## config.mk

```make
export PLATFORM = sky130hd
export DESIGN_NAME = cache_ctrl_fsm
export DESIGN_NICKNAME = d
export VERILOG_FILES = /design/src/rtl/cache_ctrl_pkg.sv /design/src/rtl/cache_ctrl_stats.sv /design/src/rtl/cache_ctrl_fsm.sv
export SDC_FILE = /design/constraint.sdc
export NUM_CORES = 1
export LEC_CHECK = 0
export ABC_AREA = 1
export CAP_MARGIN = 40
export CORE_UTILIZATION = 50
export CTS_BUF_LIST = sky130_fd_sc_hd__clkbuf_4 sky130_fd_sc_hd__clkbuf_8 sky130_fd_sc_hd__clkbuf_16
export DETAILED_ROUTE_END_ITERATION = 12
export GPL_ROUTABILITY_DRIVEN = 0
export PLACE_DENSITY_LB_ADDON = 0.12
export SLEW_MARGIN = 10
export SYNTH_ARGS = -nofsm -noshare
export SYNTH_HDL_FRONTEND = slang
export SYNTH_HIERARCHICAL = 1
export SYNTH_SLANG_ARGS = --single-unit
```

## constraint.sdc

```tcl
create_clock -name clk -period 3.85 [get_ports clk]
set_clock_uncertainty 0.2 [all_clocks]
set_input_delay 0.385 -clock clk [delete_from_list [all_inputs] [get_ports clk]]
set_output_delay 0.385 -clock clk [all_outputs]
set_load 0.01 [all_outputs]
```

## src/rtl/cache_ctrl_pkg.sv

```systemverilog
// rtl/cache_ctrl_pkg.sv - shared state encoding, defaults and strobe indices for the cache sequencer
package cache_ctrl_pkg;

  localparam int LOOKUP_LAT_DEF  = 3;
  localparam int MEM_TIMEOUT_DEF = 255;
  localparam int CNT_W_DEF       = 16;
  localparam int WAIT_W          = 8;

  localparam int C_ADDR = 0;
  localparam int C_RD   = 1;
  localparam int C_WR   = 2;
  localparam int C_HIT  = 3;
  localparam int C_MREQ = 4;
  localparam int C_VICT = 5;
  localparam int C_FILL = 6;
  localparam int C_VLRU = 7;

  typedef enum logic [3:0] {
    S_IDLE,
    S_ADDR,
    S_LOOKUP,
    S_CHECK,
    S_EVAL,
    S_HIT_UPD,
    S_MISS_REQ,
    S_MEM_WAIT,
    S_VICTIM,
    S_VSAMP,
    S_VLRU,
    S_FILL,
    S_DONE
  } state_t;

endpackage

```

## src/rtl/cache_ctrl_stats.sv

```systemverilog
// rtl/cache_ctrl_stats.sv - saturating hit / first-pass miss / timeout counters, bumped once per response
module cache_ctrl_stats
  import cache_ctrl_pkg::*;
#(
  parameter int CNT_W = CNT_W_DEF
) (
  input  logic             clk,
  input  logic             rst,
  input  logic             evt_valid,
  input  logic             evt_hit,
  input  logic             evt_err,
  output logic [CNT_W-1:0] stat_hits,
  output logic [CNT_W-1:0] stat_misses,
  output logic [CNT_W-1:0] stat_timeouts
);

  logic [CNT_W-1:0] hits_q, hits_d;
  logic [CNT_W-1:0] misses_q, misses_d;
  logic [CNT_W-1:0] touts_q, touts_d;

  function automatic logic [CNT_W-1:0] sat_inc(input logic [CNT_W-1:0] v);
    return (&v) ? v : v + CNT_W'(1);
  endfunction

  // misses counts first-pass misses, so a timed-out fetch also lands here
  always_comb begin
    hits_d   = hits_q;
    misses_d = misses_q;
    touts_d  = touts_q;
    if (evt_valid) begin
      if (evt_hit) begin
        hits_d = sat_inc(hits_q);
      end else begin
        misses_d = sat_inc(misses_q);
      end
      if (evt_err) begin
        touts_d = sat_inc(touts_q);
      end
    end
  end

  always_ff @(posedge clk or posedge rst) begin
    if (rst) begin
      hits_q   <= '0;
      misses_q <= '0;
      touts_q  <= '0;
    end else begin
      hits_q   <= hits_d;
      misses_q <= misses_d;
      touts_q  <= touts_d;
    end
  end

  assign stat_hits     = hits_q;
  assign stat_misses   = misses_q;
  assign stat_timeouts = touts_q;

endmodule

```

## src/rtl/cache_ctrl_fsm.sv

```systemverilog
// rtl/cache_ctrl_fsm.sv - one-request-at-a-time sequencer driving cache strobes c0..c7 and the line fetch
// Defining CACHE_CTRL_STATS_EN adds the stat_hits / stat_misses / stat_timeouts outputs.
module cache_ctrl_fsm
  import cache_ctrl_pkg::*;
#(
`ifdef CACHE_CTRL_STATS_EN
  parameter int CNT_W       = CNT_W_DEF,
`endif
  parameter int LOOKUP_LAT  = LOOKUP_LAT_DEF,
  parameter int MEM_TIMEOUT = MEM_TIMEOUT_DEF
) (
  input  logic        clk,
  input  logic        rst,
  input  logic        req_valid,
  input  logic        req_we,
  input  logic [31:0] req_addr,
  output logic        req_ready,
  output logic [31:0] addr_out,
  output logic        c0,
  output logic        c1,
  output logic        c2,
  output logic        c3,
  output logic        c4,
  output logic        c5,
  output logic        c6,
  output logic        c7,
  input  logic        hit_or_miss,
  input  logic        space_in_lru,
  input  logic        mem_valid,
  output logic        resp_valid,
  output logic        resp_hit,
  output logic        resp_err
`ifdef CACHE_CTRL_STATS_EN
  ,
  output logic [CNT_W-1:0] stat_hits,
  output logic [CNT_W-1:0] stat_misses,
  output logic [CNT_W-1:0] stat_timeouts
`endif
);

  localparam logic [WAIT_W-1:0] WAIT_INIT   = WAIT_W'(LOOKUP_LAT - 1);
  localparam logic [WAIT_W-1:0] TIMEOUT_CNT = WAIT_W'(MEM_TIMEOUT);

  state_t            state_q, state_d;
  logic [31:0]       addr_q, addr_d;
  logic              we_q, we_d;
  logic              hit_q, hit_d;
  logic              err_q, err_d;
  logic              pass2_q, pass2_d;
  logic [WAIT_W-1:0] wait_q, wait_d;
  logic [WAIT_W-1:0] wait_inc;
  logic [7:0]        c_vec;

  assign wait_inc = wait_q + WAIT_W'(1);

  always_ff @(posedge clk or posedge rst) begin
    if (rst) begin
      state_q <= S_IDLE;
    end else begin
      state_q <= state_d;
    end
  end

  // LOOKUP leaves on the cycle the count would hit zero, so ADDR plus LOOKUP
  // span LOOKUP_LAT cycles and CHECK lines up with valid hit/and values
  always_comb begin
    state_d = state_q;
    case (state_q)
      S_IDLE:     if (req_valid) state_d = S_ADDR;
      S_ADDR:     state_d = S_LOOKUP;
      S_LOOKUP:   if (wait_q <= WAIT_W'(1)) state_d = S_CHECK;
      S_CHECK:    state_d = S_EVAL;
      S_EVAL: begin
        if (hit_or_miss) begin
          state_d = S_HIT_UPD;
        end else if (pass2_q) begin
          state_d = S_DONE;
        end else begin
          state_d = S_MISS_REQ;
        end
      end
      S_HIT_UPD:  state_d = S_DONE;
      S_MISS_REQ: state_d = S_MEM_WAIT;
      S_MEM_WAIT: begin
        if (mem_valid) begin
          state_d = S_VICTIM;
        end else if (wait_inc == TIMEOUT_CNT) begin
          state_d = S_DONE;
        end
      end
      S_VICTIM:   state_d = S_VSAMP;
      S_VSAMP:    state_d = space_in_lru ? S_VLRU : S_FILL;
      S_VLRU:     state_d = S_FILL;
      S_FILL:     state_d = S_LOOKUP;
      S_DONE:     state_d = S_IDLE;
      default:    state_d = S_IDLE;
    endcase
  end

  always_comb begin
    addr_d  = addr_q;
    we_d    = we_q;
    hit_d   = hit_q;
    err_d   = err_q;
    pass2_d = pass2_q;
    wait_d  = wait_q;
    case (state_q)
      S_IDLE: begin
        if (req_valid) begin
          addr_d = req_addr;
          we_d   = req_we;
        end
      end
      S_ADDR: wait_d = WAIT_INIT;
      S_LOOKUP: begin
        if (wait_q != '0) wait_d = wait_q - WAIT_W'(1);
      end
      S_EVAL: begin
        if (!pass2_q) hit_d = hit_or_miss;
        if (pass2_q && !hit_or_miss) err_d = 1'b1;
      end
      S_MISS_REQ: wait_d = '0;
      S_MEM_WAIT: begin
        wait_d = wait_inc;
        if (!mem_valid && wait_inc == TIMEOUT_CNT) err_d = 1'b1;
      end
      S_FILL: begin
        pass2_d = 1'b1;
        wait_d  = WAIT_INIT;
      end
      S_DONE: begin
        hit_d   = 1'b0;
        err_d   = 1'b0;
        pass2_d = 1'b0;
      end
      default: ;
    endcase
  end

  always_ff @(posedge clk or posedge rst) begin
    if (rst) begin
      addr_q  <= '0;
      we_q    <= 1'b0;
      hit_q   <= 1'b0;
      err_q   <= 1'b0;
      pass2_q <= 1'b0;
      wait_q  <= '0;
    end else begin
      addr_q  <= addr_d;
      we_q    <= we_d;
      hit_q   <= hit_d;
      err_q   <= err_d;
      pass2_q <= pass2_d;
      wait_q  <= wait_d;
    end
  end

  // c1 stays up through HIT_UPD on reads so the cache drives its output bus
  always_comb begin
    c_vec      = '0;
    req_ready  = 1'b0;
    resp_valid = 1'b0;
    case (state_q)
      S_IDLE:     req_ready = 1'b1;
      S_ADDR:     c_vec[C_ADDR] = 1'b1;
      S_CHECK: begin
        if (we_q) begin
          c_vec[C_WR] = 1'b1;
        end else begin
          c_vec[C_RD] = 1'b1;
        end
      end
      S_HIT_UPD: begin
        c_vec[C_HIT] = 1'b1;
        c_vec[C_RD]  = !we_q;
      end
      S_MISS_REQ: c_vec[C_MREQ] = 1'b1;
      S_VICTIM:   c_vec[C_VICT] = 1'b1;
      S_VLRU:     c_vec[C_VLRU] = 1'b1;
      S_FILL:     c_vec[C_FILL] = 1'b1;
      S_DONE:     resp_valid = 1'b1;
      default: ;
    endcase
  end

  assign c0       = c_vec[C_ADDR];
  assign c1       = c_vec[C_RD];
  assign c2       = c_vec[C_WR];
  assign c3       = c_vec[C_HIT];
  assign c4       = c_vec[C_MREQ];
  assign c5       = c_vec[C_VICT];
  assign c6       = c_vec[C_FILL];
  assign c7       = c_vec[C_VLRU];
  assign addr_out = addr_q;
  assign resp_hit = resp_valid & hit_q;
  assign resp_err = resp_valid & err_q;

`ifdef CACHE_CTRL_STATS_EN
  cache_ctrl_stats #(.CNT_W(CNT_W)) u_stats (
    .clk           (clk),
    .rst           (rst),
    .evt_valid     (resp_valid),
    .evt_hit       (hit_q),
    .evt_err       (err_q),
    .stat_hits     (stat_hits),
    .stat_misses   (stat_misses),
    .stat_timeouts (stat_timeouts)
  );
`endif

endmodule

```

==> run metrics <==
worst skew pair latency about 300 ps; Tmin final 2530 ps; port bufs 82; router iterations before antenna repair 4; total routed wirelength 5910 um; Tightest Pin Transition slightly above 600 ps; Cell Pwr Density 808 nW/um^2; Area Growth Syn to Fin 36.1%; Synth Instances 270; status completed; Worst EP arrival 1950 ps; sequential element share of the synthesized area 44.5%; Post-synth EDFFs 0; DIE HEIGHT 75.5 um; initial antenna violation count 0; total power 2.97 mW; vias in the first global route roughly 2000; Synth cell types 34; number of post-CTS setup repair buffers 0; nets 398; Max-Cap Viols 0; Layout Utilization between 70% and 80%; die footprint 5700 um^2; final hold violation count 0; clk sinks 48; main flop type after synthesis dfrtp_1; RSZ-0062 raised after global routing false; first-pass GRT wire length 9320 um; highest clock rate a little under 0.4 GHz; CTS tree done; Finish-stage setup viols 0; fin area 3670 um^2; Site Rows 26; Synth top area share 44.5%; via count between 2000 and 2500; antenna-violating nets left 0; # diodes 0; endpoint class of the critical path output pin; clk buf depth 2; area leader, netlist dfrtp_1; yosys warns 6; main area contributors after synthesis dfrtp_1 44%, mux2_4 16%, nand2_1 6.3%; Die X around 75 um; Worst IR Drop VDD 0.444 mV; Detailed Place HPWL 4480 um; Setup WS pre-CTS approximately 1700 ps; Num CTS Buffers 5; fillers 420; share of cells above drive strength 1 20.2%; DRC Markers 0; Synth Area per Inst roughly 10 um^2; core area 5140 um^2; final setup TNS 0 ps; Post-synth ARST share 100%; post-cts repair resize count 0; Crit Reg-Reg Startpoint wait_q[0]; Period Utilization, post-route 65.8%; Initial Utilization 52.5%; Syn Nets 313; most frequent cell after synthesis dfrtp_1; setup ws final between 1000 and 1500 ps; slew margin rel. 59.0%; LEAKAGE between 1.5 and 2 nW; IO Count 83; Post-DP Area 3580 um^2; WS Path Type reg -> out; CP Max Fanout 5; Seq cells post-synth 48; CP Launch Type flip-flop; total number of H-tree levels 2; GRT Util Overall between 20 and 25%; Critical Path RT 3260 ps; Synth Cell Area about 2700 um^2; top cells by count, synth 48 x dfrtp_1, 45 x nand2_1, 32 x inv_1; Overflow after GRT 0; first-iteration detailed-routing DRC count 81; CP Launch Point state_q[0]; Reg clk slew, reported paths 90 ps; pins over their slew limit 0; WL per Instance 13.9 um; Post-CTS Hold Buffers 0; via/cell ratio 4.99; largest net degree at the start of global routing 35; Root Driver clkbuf_8; HP Class in -> async
## power by group
part	internal, mW	switching (mW)	total [mW]
Clock	0.153	0.170	0.323
Combinational	0.887	0.815	1.70
Sequential	0.754	0.188	0.942
## per-stage QoR
| stage | hold WS [ps] | cells |
|---|---|---|
| 6_report | 208 | 426 |
| 5_1_grt | 249 | 426 |
| 4_1_cts | 220 | 426 |
| 3_5_place_dp | 281 | 418 |
| 3_3_place_gp | 258 | 417 |
| 2_1_floorplan | 241 | 270 |
## cells by family after synthesis
| kind of cell | after synthesis | synth area share [%] |
|---|---|---|
| simple gates | 106 | 20.3 |
| flops | 48 | 44.5 |
| buf+inv | 42 | 7.23 |
| compound gates | 37 | 8.57 |
| mux | 32 | 17.2 |
| fa+ha+maj | 4 | 1.85 |
| xor+xnor | 1 | 0.324 |
## final timing paths
path	end	depth (start not counted)	slack, ps
hold / removal	addr_out[15]	2	210
setup / recovery	resp_hit	6	1320
setup reg to reg	wait_q[3]	8	1620
hold reg to reg	err_q	2	300
max in group asynchronous	pass2_q	3	2740
min in group clk	err_q	2	300
## layer usage
layer | wire length [um] | global-route usage (%)
met3 | 479 | 7.94
met1 | 2620 | 30.4
met5 | 0 | 0
met4 | 74 | 7.00
met2 | 2740 | 33.0
## state kept, by name (all words and copies together) (netlist names)
register  count
we_q          1
err_q         1
pass2_q       1
state_q       4
hit_q         1
addr_out     32
wait_q        8
## cells in the final DEF, fill, tap and decap left out
cell type	instances
o21ai_0	10
nor2_1	28
nand4_1	2
a211oi_1	1
a21oi_1	8
nor2_2	4
clkbuf_8	6
nor2_8	3
o21ai_1	4
a221oi_1	1
xor2_1	1
clkdlybuf4s50_1	82
nand2_1	45
ha_1	4
o21ai_2	6
clkinvlp_4	1
dfrtp_1	48
nor2_4	3
inv_2	4
clkbuf_4	1
nor3_2	1
mux2_2	4
nand3_2	1
a21boi_0	1
nand2_2	2
nand3_1	11
clkinv_2	1
o211ai_1	1
o22ai_1	3
buf_12	1
o211ai_2	1
inv_4	1
a31oi_1	1
nand2_4	4
nor3_1	2
mux2_4	28
inv_1	31
## critical path: stages (launching register included)
cell and delay (ps):
dfrtp_1 440, inv_2 120, nand2_4 90, nor3_2 220, inv_1 130, nor2_1 100, clkdlybuf4s50_1 530
## cell type report
class,instances,area (um^2),share of cell area [%]
inverter,37,143,3.88
clock buffer,7,90.1,2.45
sequential,48,1200,32.7
multi-input combinational,180,1300,35.5
timing repair buffer,83,841,22.9
tap,70,87.6,2.38
clock inverter,1,7.51,0.204
Power figures use the tool's default switching activity.
